==> src/rtl/fetch_unit.sv <==
`default_nettype none
// ============================================================================
//  Module      : fetch_unit
//  Description : Instruction fetch stage. Owns the program counter, issues
//                single-cycle instruction-memory reads and presents one
//                registered instruction to decode with valid/ready handshake.
//                Taken redirects from execute reload the PC, drop the
//                in-flight word and pulse flush for one cycle.
//  Revision    : 1.0 - initial release
// ============================================================================
module fetch_unit #(
    parameter int                    PC_WIDTH    = 8,
    parameter int                    INSTR_WIDTH = 16,
    parameter logic [PC_WIDTH-1:0]   RESET_PC    = '0
) (
    input  logic                     clk,
    input  logic                     rst,
    // Branch resolution from execute
    input  logic                     br_valid,
    input  logic                     pc_sel,
    input  logic [PC_WIDTH-1:0]      br_target,
    // Instruction memory
    output logic                     imem_req,
    output logic [PC_WIDTH-1:0]      imem_addr,
    input  logic                     imem_gnt,
    input  logic [INSTR_WIDTH-1:0]   imem_rdata,
    // Decode interface
    output logic                     instr_valid,
    output logic [INSTR_WIDTH-1:0]   instr_data,
    output logic [PC_WIDTH-1:0]      instr_pc,
    input  logic                     instr_ready,
    // Pipeline control
    output logic                     flush,
    output logic [PC_WIDTH-1:0]      pc
);

    typedef enum logic [1:0] {
        ST_BOOT     = 2'd0,
        ST_RUN      = 2'd1,
        ST_REDIRECT = 2'd2
    } state_t;

    state_t                  state_q,       state_d;
    logic [PC_WIDTH-1:0]     pc_q,          pc_d;
    logic                    instr_valid_q, instr_valid_d;
    logic [INSTR_WIDTH-1:0]  instr_data_q,  instr_data_d;
    logic [PC_WIDTH-1:0]     instr_pc_q,    instr_pc_d;
    logic                    flush_q,       flush_d;

    logic                    req;
    logic                    accept;
    logic                    taken;

    // Request only in RUN when the output slot is empty or draining; rst
    // masks it so nothing is requested while reset is held.
    assign req    = (state_q == ST_RUN) & (~instr_valid_q | instr_ready) & ~rst;
    assign accept = req & imem_gnt;
    assign taken  = br_valid & pc_sel;

    // State and datapath registers with synchronous reset
    always_ff @(posedge clk) begin
        if (rst) begin
            state_q       <= ST_BOOT;
            pc_q          <= RESET_PC;
            instr_valid_q <= 1'b0;
            instr_data_q  <= '0;
            instr_pc_q    <= '0;
            flush_q       <= 1'b0;
        end else begin
            state_q       <= state_d;
            pc_q          <= pc_d;
            instr_valid_q <= instr_valid_d;
            instr_data_q  <= instr_data_d;
            instr_pc_q    <= instr_pc_d;
            flush_q       <= flush_d;
        end
    end

    // Next-state logic: a taken redirect beats any same-cycle fetch accept
    always_comb begin
        state_d       = state_q;
        pc_d          = pc_q;
        instr_valid_d = instr_valid_q;
        instr_data_d  = instr_data_q;
        instr_pc_d    = instr_pc_q;
        flush_d       = 1'b0;

        if (taken) begin
            state_d       = ST_REDIRECT;
            pc_d          = br_target;
            instr_valid_d = 1'b0;
            flush_d       = 1'b1;
        end else begin
            case (state_q)
                ST_BOOT:     state_d = ST_RUN;
                ST_RUN:      state_d = ST_RUN;
                ST_REDIRECT: state_d = ST_RUN;
                default:     state_d = ST_BOOT;
            endcase

            if (accept) begin
                // Load replaces any instruction being consumed: no bubble
                instr_data_d  = imem_rdata;
                instr_pc_d    = pc_q;
                instr_valid_d = 1'b1;
                pc_d          = pc_q + PC_WIDTH'(1);
            end else if (instr_valid_q && instr_ready) begin
                instr_valid_d = 1'b0;
            end
        end
    end

    assign imem_req    = req;
    assign imem_addr   = pc_q;
    assign pc          = pc_q;
    assign instr_valid = instr_valid_q;
    assign instr_data  = instr_data_q;
    assign instr_pc    = instr_pc_q;
    assign flush       = flush_q;

endmodule
`default_nettype wire
==> config.mk <==
export PLATFORM = sky130hd
export DESIGN_NAME = fetch_unit
export DESIGN_NICKNAME = d
export VERILOG_FILES = /design/src/rtl/fetch_unit.sv
export SDC_FILE = /design/constraint.sdc
export NUM_CORES = 1
export LEC_CHECK = 0
export CORE_UTILIZATION = 42
export DETAILED_ROUTE_END_ITERATION = 10
export PLACE_DENSITY = 0.84
export SYNTH_ARGS = -nofsm -noshare
export SYNTH_HDL_FRONTEND = slang
export SYNTH_SLANG_ARGS = --single-unit
==> constraint.sdc <==
create_clock -name clk -period 4.19 [get_ports clk]
set_clock_uncertainty 0.15 [all_clocks]
set_input_delay 0.419 -clock clk [delete_from_list [all_inputs] [get_ports clk]]
set_output_delay 0.419 -clock clk [all_outputs]
set_load 0.02 [all_outputs]
[Word level (Yosys, flattened, before mapping)]
Index checks and enable logic that the tools add are counted.
Storage, ports and cells
  bits in latches: 0
  input port bits: 30
  RAM bits: 0
  ROM bits: 0
  logic and storage cells: 32
  bits in registers: 36
  memories kept: 0
Cells by class
  multiply operators: 0
  multiplexer cells: 7
  add/sub/neg operators: 1
  reductions and logical operators: 7
  equal/unequal tests: 2
  magnitude comparators: 0
  div/mod/pow operators: 0
  shifts and indexed selects: 0
  bitwise operators: 8
Operators by type and width (number)
  $mux W8: 2
  $add A8 B1 Y8 const B: 1
  $and A1 B1 Y1: 4
  $mux W1: 4
  $reduce_bool A2 Y1: 2
  $not A1 Y1: 3
  $reduce_or A3 Y1: 1
  $eq A2 B1 Y1 const B: 1
  $eq A2 B2 Y1 const B: 1
  $logic_not A2 Y1: 1
  $mux W2: 1
  $reduce_and A2 Y1: 1
  $reduce_or A2 Y1: 1
  $logic_and A1 B1 Y1: 1
  $or A1 B1 Y1: 1

[Longest topological paths before layout]
Gate-level depths: netlist of run 1.
  word-level depth: 7
  gate-level depth with buffers: 6
  gate-level depth less buffers: 5

[Worst setup path after synthesis of run 1]
No wires, ideal clock.
  kind: input to register
  start point: input rst
  end point: register pc_q[7] (netlist: imem_addr[7])
  data required time: 3949 ps
  stages on the path: 5
  data arrival time: 1832 ps
  slack: 2117 ps
  path through: buf_6 > or2_4 > or3_1 > or4_1 > a311oi_1
On the way
  cells in the longest elaborated chain, start to end: 4
Ends and longest elaborated chain
  start: declaration: line 17  | input logic rst,
  $not A1 Y1: line 56  | assign req = (state_q == ST_RUN) & (~instr_valid_q | instr_ready) & ~rst;
  $and A1 B1 Y1: line 56
  $and A1 B1 Y1: line 57  | assign accept = req & imem_gnt;
  $reduce_bool A2 Y1 (no line)
  end signal: assignment: line 71  | pc_q <= pc_d;
  end: declaration: line 44  | logic [PC_WIDTH-1:0] pc_q, pc_d;
Several ways; a longest one is shown, not always the timed one.
A chain may end at the register's enable or synchronous reset.

[Final worst setup path of run 1]
  start point: input rst
  end point: output imem_req
On the way
  cells in the longest elaborated chain, start to end: 2
Ends and longest elaborated chain
  $not A1 Y1: line 56
  $and A1 B1 Y1: line 56
  end: declaration: line 23  | output logic imem_req,
No other way between the ends.

==> results.cfg, run 1 <==
[yosys]
synth_cells = 149
syn-num-nets = 180
yosys_warnings = 0
ys_ff_latch = 35
syn_area_per_cell_um2 = 9.73
synth.distinct_cells = 26
netlist_area_um2 = 1450
yosysSeqAreaShare_pct = 48.3

[setup_path]
critPathCaptureType = output port
cp_max_fo = 37
critPathLaunchType = input pin
worstSetupPathType = input pin to output port
cp_data_arrival_time_ns = 2.08
cp.required_ns = 3.62

[sta]
hold_viol_final = 0
max_freq_ghz = 0.377
setup_violations = 0
drv_slew = 0
finalCritPeriodShare_pct = 63.3
fin_setup_tns_ns = 0
slew_headroom_pct = 63.1
finalWorstSetupSlack_ns = 1.54
post-route-min-period_ns = 2.65
worstMarginPinSlew_ns = 0.553
rsz0062_at_grt = false

[grt]
grt_max_degree = 38
overflow = 0
grt_pass1_wl_mm = 5.51
grt_pass1_vias = 1272
grtUsageTotal_pct = 20.6
antenna_found_initial = 0

[pwr]
leakage_nw = 0.944
power_density_nw_per_um2 = 292
seqPwrFrac_pct = 55.7
power_switching_mw = 0.167
p_sw_share_pct = 26.0
p_comb_share_pct = 18.1
clkPwrFrac_pct = 26.3
peakVddDrop_mv = 0.244
intPower_mw = 0.474

[placement]
place_ws_ns = 1.35
place.gp.congestion = 0.815
place_area_um2 = 2140
hpwl_mm = 2.63
port_buffers = 72

[layout]
fin_area_um2 = 2190
fin_nets = 245
drive_gt1_share_pct = 4.65
synthToLayoutAreaGrowth_pct = 51.1
antenna_cells = 0
final_common_cell = clkdlybuf4s50_1
final_cell_mix = 72 x clkdlybuf4s50_1, 35 x dfxtp_1, 34 x nor2_1

[route]
wl_per_cell_um = 13.3
antenna_left = 0
viasPerCell = 5.13
vias = 1328
drc_errors = 0
drtIter0Drc = 83
firstDrtPassIters = 5
wl_mm = 3.44

[clock_network]
hold_buffers = 0
h-tree-depth = 2
cts_buffers = 5
post_cts_resized = 0
cts_setup_buffers = 0
clkTransAtPathRegs_ns = 0.09
cts_root_buffer = clkbuf_4
clkSinkCount = 35
clk_latency_ns = 0.33
cts_tree = built
cts_max_path_buffers = 2

[die]
pin_count = 73
core-area_um2 = 3150
die_y_um = 60.8
die_x_um = 60.8
num_rows = 20
die-area_um2 = 3690
start_util_pct = 46.0

[worst_hold_path]
min_path_type = flip-flop to flip-flop

[outcome]
status = completed

[flow_run]
maxCapViolCount = 0
-- area by class of cell --
cell class	count	area, um2
Timing Repair Buffer	74	736
Multi-Input combinational cell	98	649
Clock buffer	7	45.0
Tap cell	44	55.1
Clock inverter	1	5.00
Sequential cell	35	701
Fill cell	274	962
-- sequential cells by signal, summed over array words and instances (netlist names) --
name,flops
instr_data,16
imem_addr,8
instr_pc,8
state_q,2
instr_valid,1
-- layer usage --
metal | GRT usage (%) | vias to the layer above | part of all wire [%]
met5 | 0 | - | 0
met4 | 6.49 | 0 | 1.4
met3 | 8.74 | 8 | 9.7
met2 | 36.4 | 72 | 48
met1 | 22.3 | 609 | 41
li1 | - | 639 | -
-- critical path, stage by stage --
cell,delay (ns)
clkdlybuf4s50_1,0.40
buf_4,0.24
or2_4,0.28
nor2_1,0.13
clkdlybuf4s50_1,0.61
-- power groups by stage --
stage / combinational, mW / sequential (mW) / clock [mW]
5_1_grt: 0.124 / 0.359 / 0.191
3_5_place_dp: 0.116 / 0.364 / 0
4_1_cts: 0.117 / 0.357 / 0.175
6_report: 0.116 / 0.357 / 0.168
2_1_floorplan: 0.0468 / 0.374 / 0
3_3_place_gp: 0.115 / 0.364 / 0
-- through the flow --
step	power [mW]	hold slack [ns]	utilization, %	cells
3_5_place_dp	0.480	0.342	67.9	251
5_1_grt	0.673	0.394	69.5	259
2_1_floorplan	0.421	0.308	-	149
3_3_place_gp	0.478	0.322	67.9	251
6_report	0.641	0.360	69.5	259
4_1_cts	0.648	0.362	69.5	259
-- Yosys cell counts (all sizes together) --
cell,number,area [um2]
a221oi,2,17.5
xnor2,2,17.5
or4,1,7.51
nand2,5,18.8
nand3b,1,7.51
or2,1,8.76
nor2b,1,6.26
buf,11,81.3
mux2i,24,240
a211oi,6,45.0
or3,1,6.26
nand2b,1,6.26
nand4,1,6.26
clkbuf,5,18.8
o31ai,1,7.51
nand3,6,30.0
nor4,2,12.5
a311oi,2,17.5
and3,1,6.26
and4bb,1,12.5
nor2,34,128
xor2,4,35.0
ha,1,12.5
dfxtp,35,701
-- logic make-up after synthesis --
group | count (synthesis) | synth area share (%)
flip-flops | 35 | 48.3
AND/OR/NAND/NOR | 56 | 17.7
XOR/XNOR | 6 | 3.62
buffers and inverters | 16 | 6.90
AO/OA/AOI/OAI | 11 | 6.04
multiplexers | 24 | 16.6
adder cells (fa/ha/maj) | 1 | 0.863
-- path summary, 6_finish.rpt --
check | from | endpoint | slack [ns] | cells past startpoint
max | rst | imem_req | 1.54 | 5
min | instr_data[0] | instr_data[0] | 0.36 | 2
max reg2reg | state_q[1] | imem_addr[7] | 2.22 | 4
min reg2reg | instr_data[0] | instr_data[0] | 0.36 | 2
Note: power is estimated with default switching activity, not from simulation.
==> run 2: changes to the inputs <==
--- a/config.mk
+++ b/config.mk
@@ -5,9 +5,9 @@
 export SDC_FILE = /design/constraint.sdc
 export NUM_CORES = 1
 export LEC_CHECK = 0
-export CORE_UTILIZATION = 42
+export CORE_UTILIZATION = 35
 export DETAILED_ROUTE_END_ITERATION = 10
-export PLACE_DENSITY = 0.84
+export PLACE_DENSITY = 0.74
 export SYNTH_ARGS = -nofsm -noshare
 export SYNTH_HDL_FRONTEND = slang
 export SYNTH_SLANG_ARGS = --single-unit
==> constraint.sdc (replaced) <==
create_clock -name clk -period 2.3 [get_ports clk]
set_clock_uncertainty 0.15 [all_clocks]
set_input_delay 0.23 -clock clk [delete_from_list [all_inputs] [get_ports clk]]
set_output_delay 0.23 -clock clk [all_outputs]
set_load 0.02 [all_outputs]
==> run 2 against run 1 <==
Against the previous run:
- sequential share of layout area is 1.4 points lower
- register-to-register slack worse by 1.9 ns
- global-route usage is 5.2 points lower
- first-iteration DRC count is 36% lower
- final cell count is 3.5% higher
- die area is 19% higher
- clock-buffer cell count is 1 lower
- sequential cell count stayed put
- critical path depth is 1 lower
- cell area is 4.7% higher
- power is 120% higher
- combinational power is 84% higher
==> results.cfg, run 2 (synthesis gave the netlist of run 1 again) <==
[grt]
grt_max_degree = 25
antenna_found_initial = 0
overflow = 0
grtUsageTotal_pct = 15.4
grt_pass1_vias = 1102
grt_pass1_wl_mm = 4.97

[route]
firstDrtPassIters = 4
vias = 1260
drtIter0Drc = 53
wl_mm = 3.23
wl_per_cell_um = 12.0
drc_errors = 0
antenna_left = 0
viasPerCell = 4.70

[layout]
finalNonFillerCells = 268
final_cell_mix = 72 x clkdlybuf4s50_1, 35 x dfxtp_1, 34 x nor2_1
fin_nets = 248
antenna_cells = 0
fin_area_um2 = 2290
final_common_cell = clkdlybuf4s50_1
drive_gt1_share_pct = 7.34
largest_register_ff_count = 16
synthToLayoutAreaGrowth_pct = 58.2
fillers = 381

[sta]
hold_viol_final = 0
slew_headroom_pct = 72.9
post-route-min-period_ns = 2.02
worstMarginPinSlew_ns = 0.406
max_freq_ghz = 0.495
setup_violations = 0
finalCritPeriodShare_pct = 87.8
fin_setup_tns_ns = 0
drv_slew = 0
whs_ns = 0.341
rsz0062_at_grt = false

[clock_network]
cts_root_buffer = clkbuf_8
h-tree-depth = 2
cts_buffers = 5
clk_latency_ns = 0.28
clkTransAtPathRegs_ns = 0.07
post_cts_resized = 0
cts_tree = built
clkSinkCount = 35
cts_setup_buffers = 0
cts_max_path_buffers = 2
hold_buffers = 0

[pwr]
power_density_nw_per_um2 = 621
intPower_mw = 1.10
power_switching_mw = 0.326
peakVddDrop_mv = 0.362
p_sw_share_pct = 22.9
p_comb_share_pct = 15.0
leakage_nw = 0.990
seqPwrFrac_pct = 45.6
clkPwrFrac_pct = 39.4

[flow_run]
maxCapViolCount = 0

[setup_path]
cp.required_ns = 1.92
max_stage_delay_ns = 0.61
critPathCaptureType = output port
cp_data_arrival_time_ns = 1.64
worstSetupPathType = input pin to output port
path_cells = clkdlybuf4s50_1 -> or2_4 -> nor2_1 -> clkdlybuf4s50_1
critPathLaunchType = input pin
crit_slowest_cell = clkdlybuf4s50_1
worst_path_most_repeated_cell = clkdlybuf4s50_1
cp_max_fo = 4

[die]
core-area_um2 = 4000
die_y_um = 66.4
start_util_pct = 36.3
die-area_um2 = 4400
num_rows = 23
die_x_um = 66.4
pin_count = 73

[placement]
place.gp.congestion = 0.751
place_area_um2 = 2180
dpl.cell_count = 260
hpwl_mm = 2.36
port_buffers = 72

[worst_hold_path]
min_path_type = flip-flop to flip-flop

[outcome]
status = completed
run 2: worst paths after layout:
check | startpoint | endpoint | slack [ns] | cells past startpoint
max | rst | imem_req | 0.28 | 4
min | instr_data[14] | instr_data[14] | 0.34 | 2
max reg2reg | imem_addr[3] | imem_addr[7] | 0.31 | 4
min reg2reg | instr_data[14] | instr_data[14] | 0.34 | 2
run 2: worst max-delay path: cells and delay by family:
family | cells | cell delay (ns)
and+or+nand+nor | 2 | 0.37
buffers and inverters | 2 | 1.04
run 2: layer usage:
| layer | vias up | wire length (um) | track usage [%] | part of all wire (%) |
|---|---|---|---|---|
| met5 | - | 0 | 0 | 0 |
| met4 | 0 | 55 | 7.71 | 1.7 |
| met3 | 6 | 276 | 6.38 | 8.6 |
| met2 | 49 | 1430 | 24.7 | 44 |
| met1 | 561 | 1460 | 17.5 | 45 |
| li1 | 644 | - | - | - |
run 2: cell type report:
cell class | instances | area (um2) | area share [%]
Clock inverter | 2 | 35.0 | 1.53
Multi-Input combinational cell | 98 | 654 | 28.5
Tap cell | 50 | 62.6 | 2.73
Clock buffer | 6 | 82.6 | 3.60
Timing Repair Buffer | 77 | 758 | 33.1
Sequential cell | 35 | 701 | 30.6
run 2: power by group through the flow:
stage	registers, mW	clock network, mW	logic, mW
after global placement	0.663	0	0.213
after detailed placement	0.663	0	0.214
after CTS	0.649	0.579	0.216
after floorplan	0.681	0	0.0853
after global routing	0.651	0.606	0.229
final	0.649	0.561	0.213
run 2: stage by stage:
step	power [mW]	utilization [%]	worst slack [ns]
after global routing	1.49	57.3	0.195
after CTS	1.44	57.3	0.270
after floorplan	0.766	-	0.340
final	1.42	57.3	0.280
after detailed placement	0.877	54.4	-0.0357
after global placement	0.876	54.4	0.0105
==> RTL change 1 (settings of run 1) <==
Take the reset off `instr_data_q` and `instr_pc_q` and load them in a clocked block of their own.
--- a/src/rtl/fetch_unit.sv
+++ b/src/rtl/fetch_unit.sv
@@ -64,6 +64,4 @@
             pc_q          <= RESET_PC;
             instr_valid_q <= 1'b0;
-            instr_data_q  <= '0;
-            instr_pc_q    <= '0;
             flush_q       <= 1'b0;
         end else begin
@@ -71,8 +69,11 @@
             pc_q          <= pc_d;
             instr_valid_q <= instr_valid_d;
-            instr_data_q  <= instr_data_d;
-            instr_pc_q    <= instr_pc_d;
             flush_q       <= flush_d;
         end
+    end
+
+    always_ff @(posedge clk) begin
+        instr_data_q <= instr_data_d;
+        instr_pc_q   <= instr_pc_d;
     end
 
Function: differs if rst is asserted again (counterexample within 4 cycles, from zero or initial values and one cycle with rst high); with rst held inactive, the same outputs for 10 cycles.
==> RTL change 1 against run 1 <==
  * Sequential cell count is the same
  * Final area shrank 4.5%
  * Core utilization shrank 0.39 points
  * Setup slack lost 51 ps
  * Area after synthesis shrank 8.5%
  * Wire length shrank 17%
  * Via count shrank 22%
  * Synthesized cell count shrank 36%
  * Power grew 2.0%
  * Critical endpoint unchanged
  * Largest cell class is now sequential cells
==> RTL change 1: results (changes against run 1) <==
[sta]
timing.hold.ws_ps=369.4  ; +9.200 ps
tightest_slew_ps=523.7  ; -29.10 ps

[pwr]
leakage_nw=0.7152  ; -24%

[grt]
use_met3_pct=7.589  ; -1.2 points
gr-usage-met1_pct=22.71  ; +0.41 points
grt_pass1_vias=965  ; -24%
track_usage_pct=17.99  ; -2.6 points
grtUsageMet2_pct=26.60  ; -9.8 points

[worst_setup_path]
slowest_delay_ps=630  ; +20 ps
worstPathMaxFanout=13  ; -65%
reg2reg_slack_ps=2380  ; +160 ps

[worst_hold_path]
hold_depth=0  ; -2
min_from=imem_addr[7]
holdPathEnd=instr_pc[7]

[synthesis]
avgSynthCellArea_um2=13.96  ; +43%
ys_top_cells_by_count=edfxtp_1 (24), dfxtp_1 (11), nor2_1 (10)
syn_nets=126  ; -30%

[routing]
wl_met2_mm=1.216  ; -26%
wl_per_cell_um=13.62  ; +2.7%
avgViaCountPerCell=4.986  ; -2.8%
routed_wl_mm=2.847  ; -17%
drt_iter0_drc=25  ; -70%
wl_met1_mm=1.259  ; -11%

[placed_design]
dp_slack_ps=1501  ; +146.1 ps

[outcome]
status=finished, final reports clean

RTL change 1: final cells by class:
type | instances | area, µm² | share of cell area [%]
clock inverters | 2 | 8.758 | 0.4187
repair buffers | 73 | 728.2 | 34.81
well taps | 44 | 55.05 | 2.632
flip-flops and latches | 35 | 940.9 | 44.98
clock buffers | 5 | 37.54 | 1.794
multi-input cells | 50 | 321.6 | 15.37
RTL change 1: kinds of logic (layout without fill, tap and decap cells):
| kind of cell | Yosys count | after routing | synth area share [%] |
|---|---|---|---|
| AO/OA/AOI/OAI | 12 | 12 | 6.792 |
| XOR/XNOR | 6 | 6 | 3.962 |
| adder cells (fa/ha/maj) | 1 | 1 | 0.9432 |
| buffers and inverters | 10 | 80 | 5.095 |
| flip-flops | 35 | 35 | 70.94 |
| AND/OR/NAND/NOR | 31 | 31 | 12.27 |
RTL change 1: power by group:
part	leakage, nW	internal [mW]	switching (mW)
combinational	0.374	0.0575	0.0437
sequential	0.313	0.381	0.0112
clock	0.0285	0.0594	0.100
==> RTL change 2 (config.mk and constraints of run 1) <==
Without the edit above. Set the parameter `INSTR_WIDTH` to 32 (it was 16).
--- a/src/rtl/fetch_unit.sv
+++ b/src/rtl/fetch_unit.sv
@@ -11,5 +11,5 @@
 module fetch_unit #(
     parameter int                    PC_WIDTH    = 8,
-    parameter int                    INSTR_WIDTH = 16,
+    parameter int                    INSTR_WIDTH = 32,
     parameter logic [PC_WIDTH-1:0]   RESET_PC    = '0
 ) (
Ports: changed (resized imem_rdata and instr_data); port bits go from 73 to 105. No check against the original RTL was run, so the function may have changed too.
==> RTL change 2 against run 1 <==
  * Setup slack better by 66 ps
  * Wire length is 46% higher
  * The flow now finishes with violations (design-rule violations)
  * Area after synthesis is 36% higher
  * Sequential share of layout area is 0.87 points higher
  * First-iteration DRC count is 20% lower
  * Die area is 35% higher
  * Power is 58% higher
  * Via count is 45% higher
  * Final area is 42% higher
  * Sequential cell count is 16 higher
==> RTL change 2: results (changes against run 1) <==
[clocking]
htreeDepth=2  ; unchanged
clk_latency_ps=300  ; -30 ps
ctsRootBufferMaster=clkbuf_8
clockBufferDepth=2  ; unchanged

[placed_design]
post-dp-hpwl_mm=3.499  ; +33%
gp_congestion=0.7579  ; -6.9%
io_buffer_count=104  ; +44%

[grt]
grt_first_pass_wirelength_mm=8.197  ; +49%
gr-usage-met1_pct=23.00  ; +0.71 points
use_met3_pct=7.550  ; -1.2 points
grt_pass1_vias=1841  ; +45%
grt_max_degree=55  ; +45%
track_usage_pct=20.81  ; +0.21 points
grtUsageMet2_pct=36.57  ; +0.15 points

[routing]
wl_met3_um=467  ; +41%
drt_iter0_drc=66  ; -20%
wl_per_cell_um=12.81  ; -3.4%
drc=14  ; +14
drt_pre_antenna_iters=7  ; +2
wl_met2_mm=2.396  ; +46%
avgViaCountPerCell=4.923  ; -4.0%
wl_met1_mm=2.078  ; +47%

[worst_setup_path]
path_delay_family=buffers and inverters
reg2reg_depth=4  ; unchanged
slowest_delay_ps=720  ; +110 ps
crit_slowest_cell=buf_2
worstPathMaxFanout=54  ; +46%
arrival_ps=2010  ; -70 ps

[pwr]
peakVddDrop_uv=182.1  ; -25%
power_switching_mw=0.2369  ; +42%
leakage_nw=1.047  ; +11%
comb_power_share_pct=14.8  ; -3.3 points
p_clk_mw=0.348  ; +110%

[cells_and_area]
multi_input_area_um2=838.3  ; +29%
largest_register_ffs=32  ; +16
buffer_area_share_pct=34.30  ; +0.72 points
buffers=108  ; +46%
seq_share_pct=32.85  ; +0.87 points
comb.multi_input.count=173  ; +77%
nClkBuffers=6  ; -1
nets=386  ; +58%
seq_cells=51  ; +46%
drive_gt1_share_pct=4.412  ; -0.24 points
clk_share_pct=3.784  ; +1.5 points
n_fill_cell=372  ; +36%

[synthesis]
yosysUniqueCellTypes=25  ; -3.8%
ys_top_cells_by_count=nand2_1 (85), dfxtp_1 (51), a21oi_1 (40)
synth-xor-area-share_pct=2.657  ; -0.97 points
seq_area_frac_synth_pct=51.61  ; +3.3 points
synthAdderAreaFrac_pct=0.6325  ; -0.23 points
synthTopCellsByArea=dfxtp_1 (52%), nand2_1 (16%), a21oi_1 (10%)
muxShareOfSynthArea_pct=0  ; -17 points
synth_compound_area_share_pct=14.42  ; +8.4 points

[outcome]
violations=design-rule violations
status=finished with violations

[worst_hold_path]
holdPathEnd=instr_pc[6]
min_from=instr_pc[6]

[sta]
timing.hold.ws_ps=304.1  ; -56.07 ps
tightest_slew_ps=959.1  ; +406.3 ps

-- RTL change 2: cell count changes in the layout (fill, tap and decap cells not counted), moves of 5 or more --
| cell | before | now |
|---|---|---|
| nand2_1 | 5 | 85 |
| a21oi_1 | 0 | 40 |
| clkdlybuf4s50_1 | 72 | 103 |
| mux2i_1 | 24 | 0 |
| nor2_1 | 34 | 10 |
| dfxtp_1 | 35 | 51 |
| clkbuf_8 | 0 | 6 |
| clkbuf_4 | 5 | 0 |
-- RTL change 2: per-stage QoR --
stage | power, mW | worst slack (ps) | utilization (%) | std cells | area, µm²
2_1_floorplan | 0.5924 | 2120 | - | 247 | 1978
5_1_grt | 1.058 | 1533 | 69.93 | 392 | 3108
4_1_cts | 1.023 | 1619 | 69.93 | 392 | 3108
3_3_place_gp | 0.6734 | 1618 | 67.29 | 384 | 2990
3_5_place_dp | 0.6754 | 1617 | 67.29 | 384 | 2990
6_report | 1.012 | 1606 | 69.93 | 392 | 3108
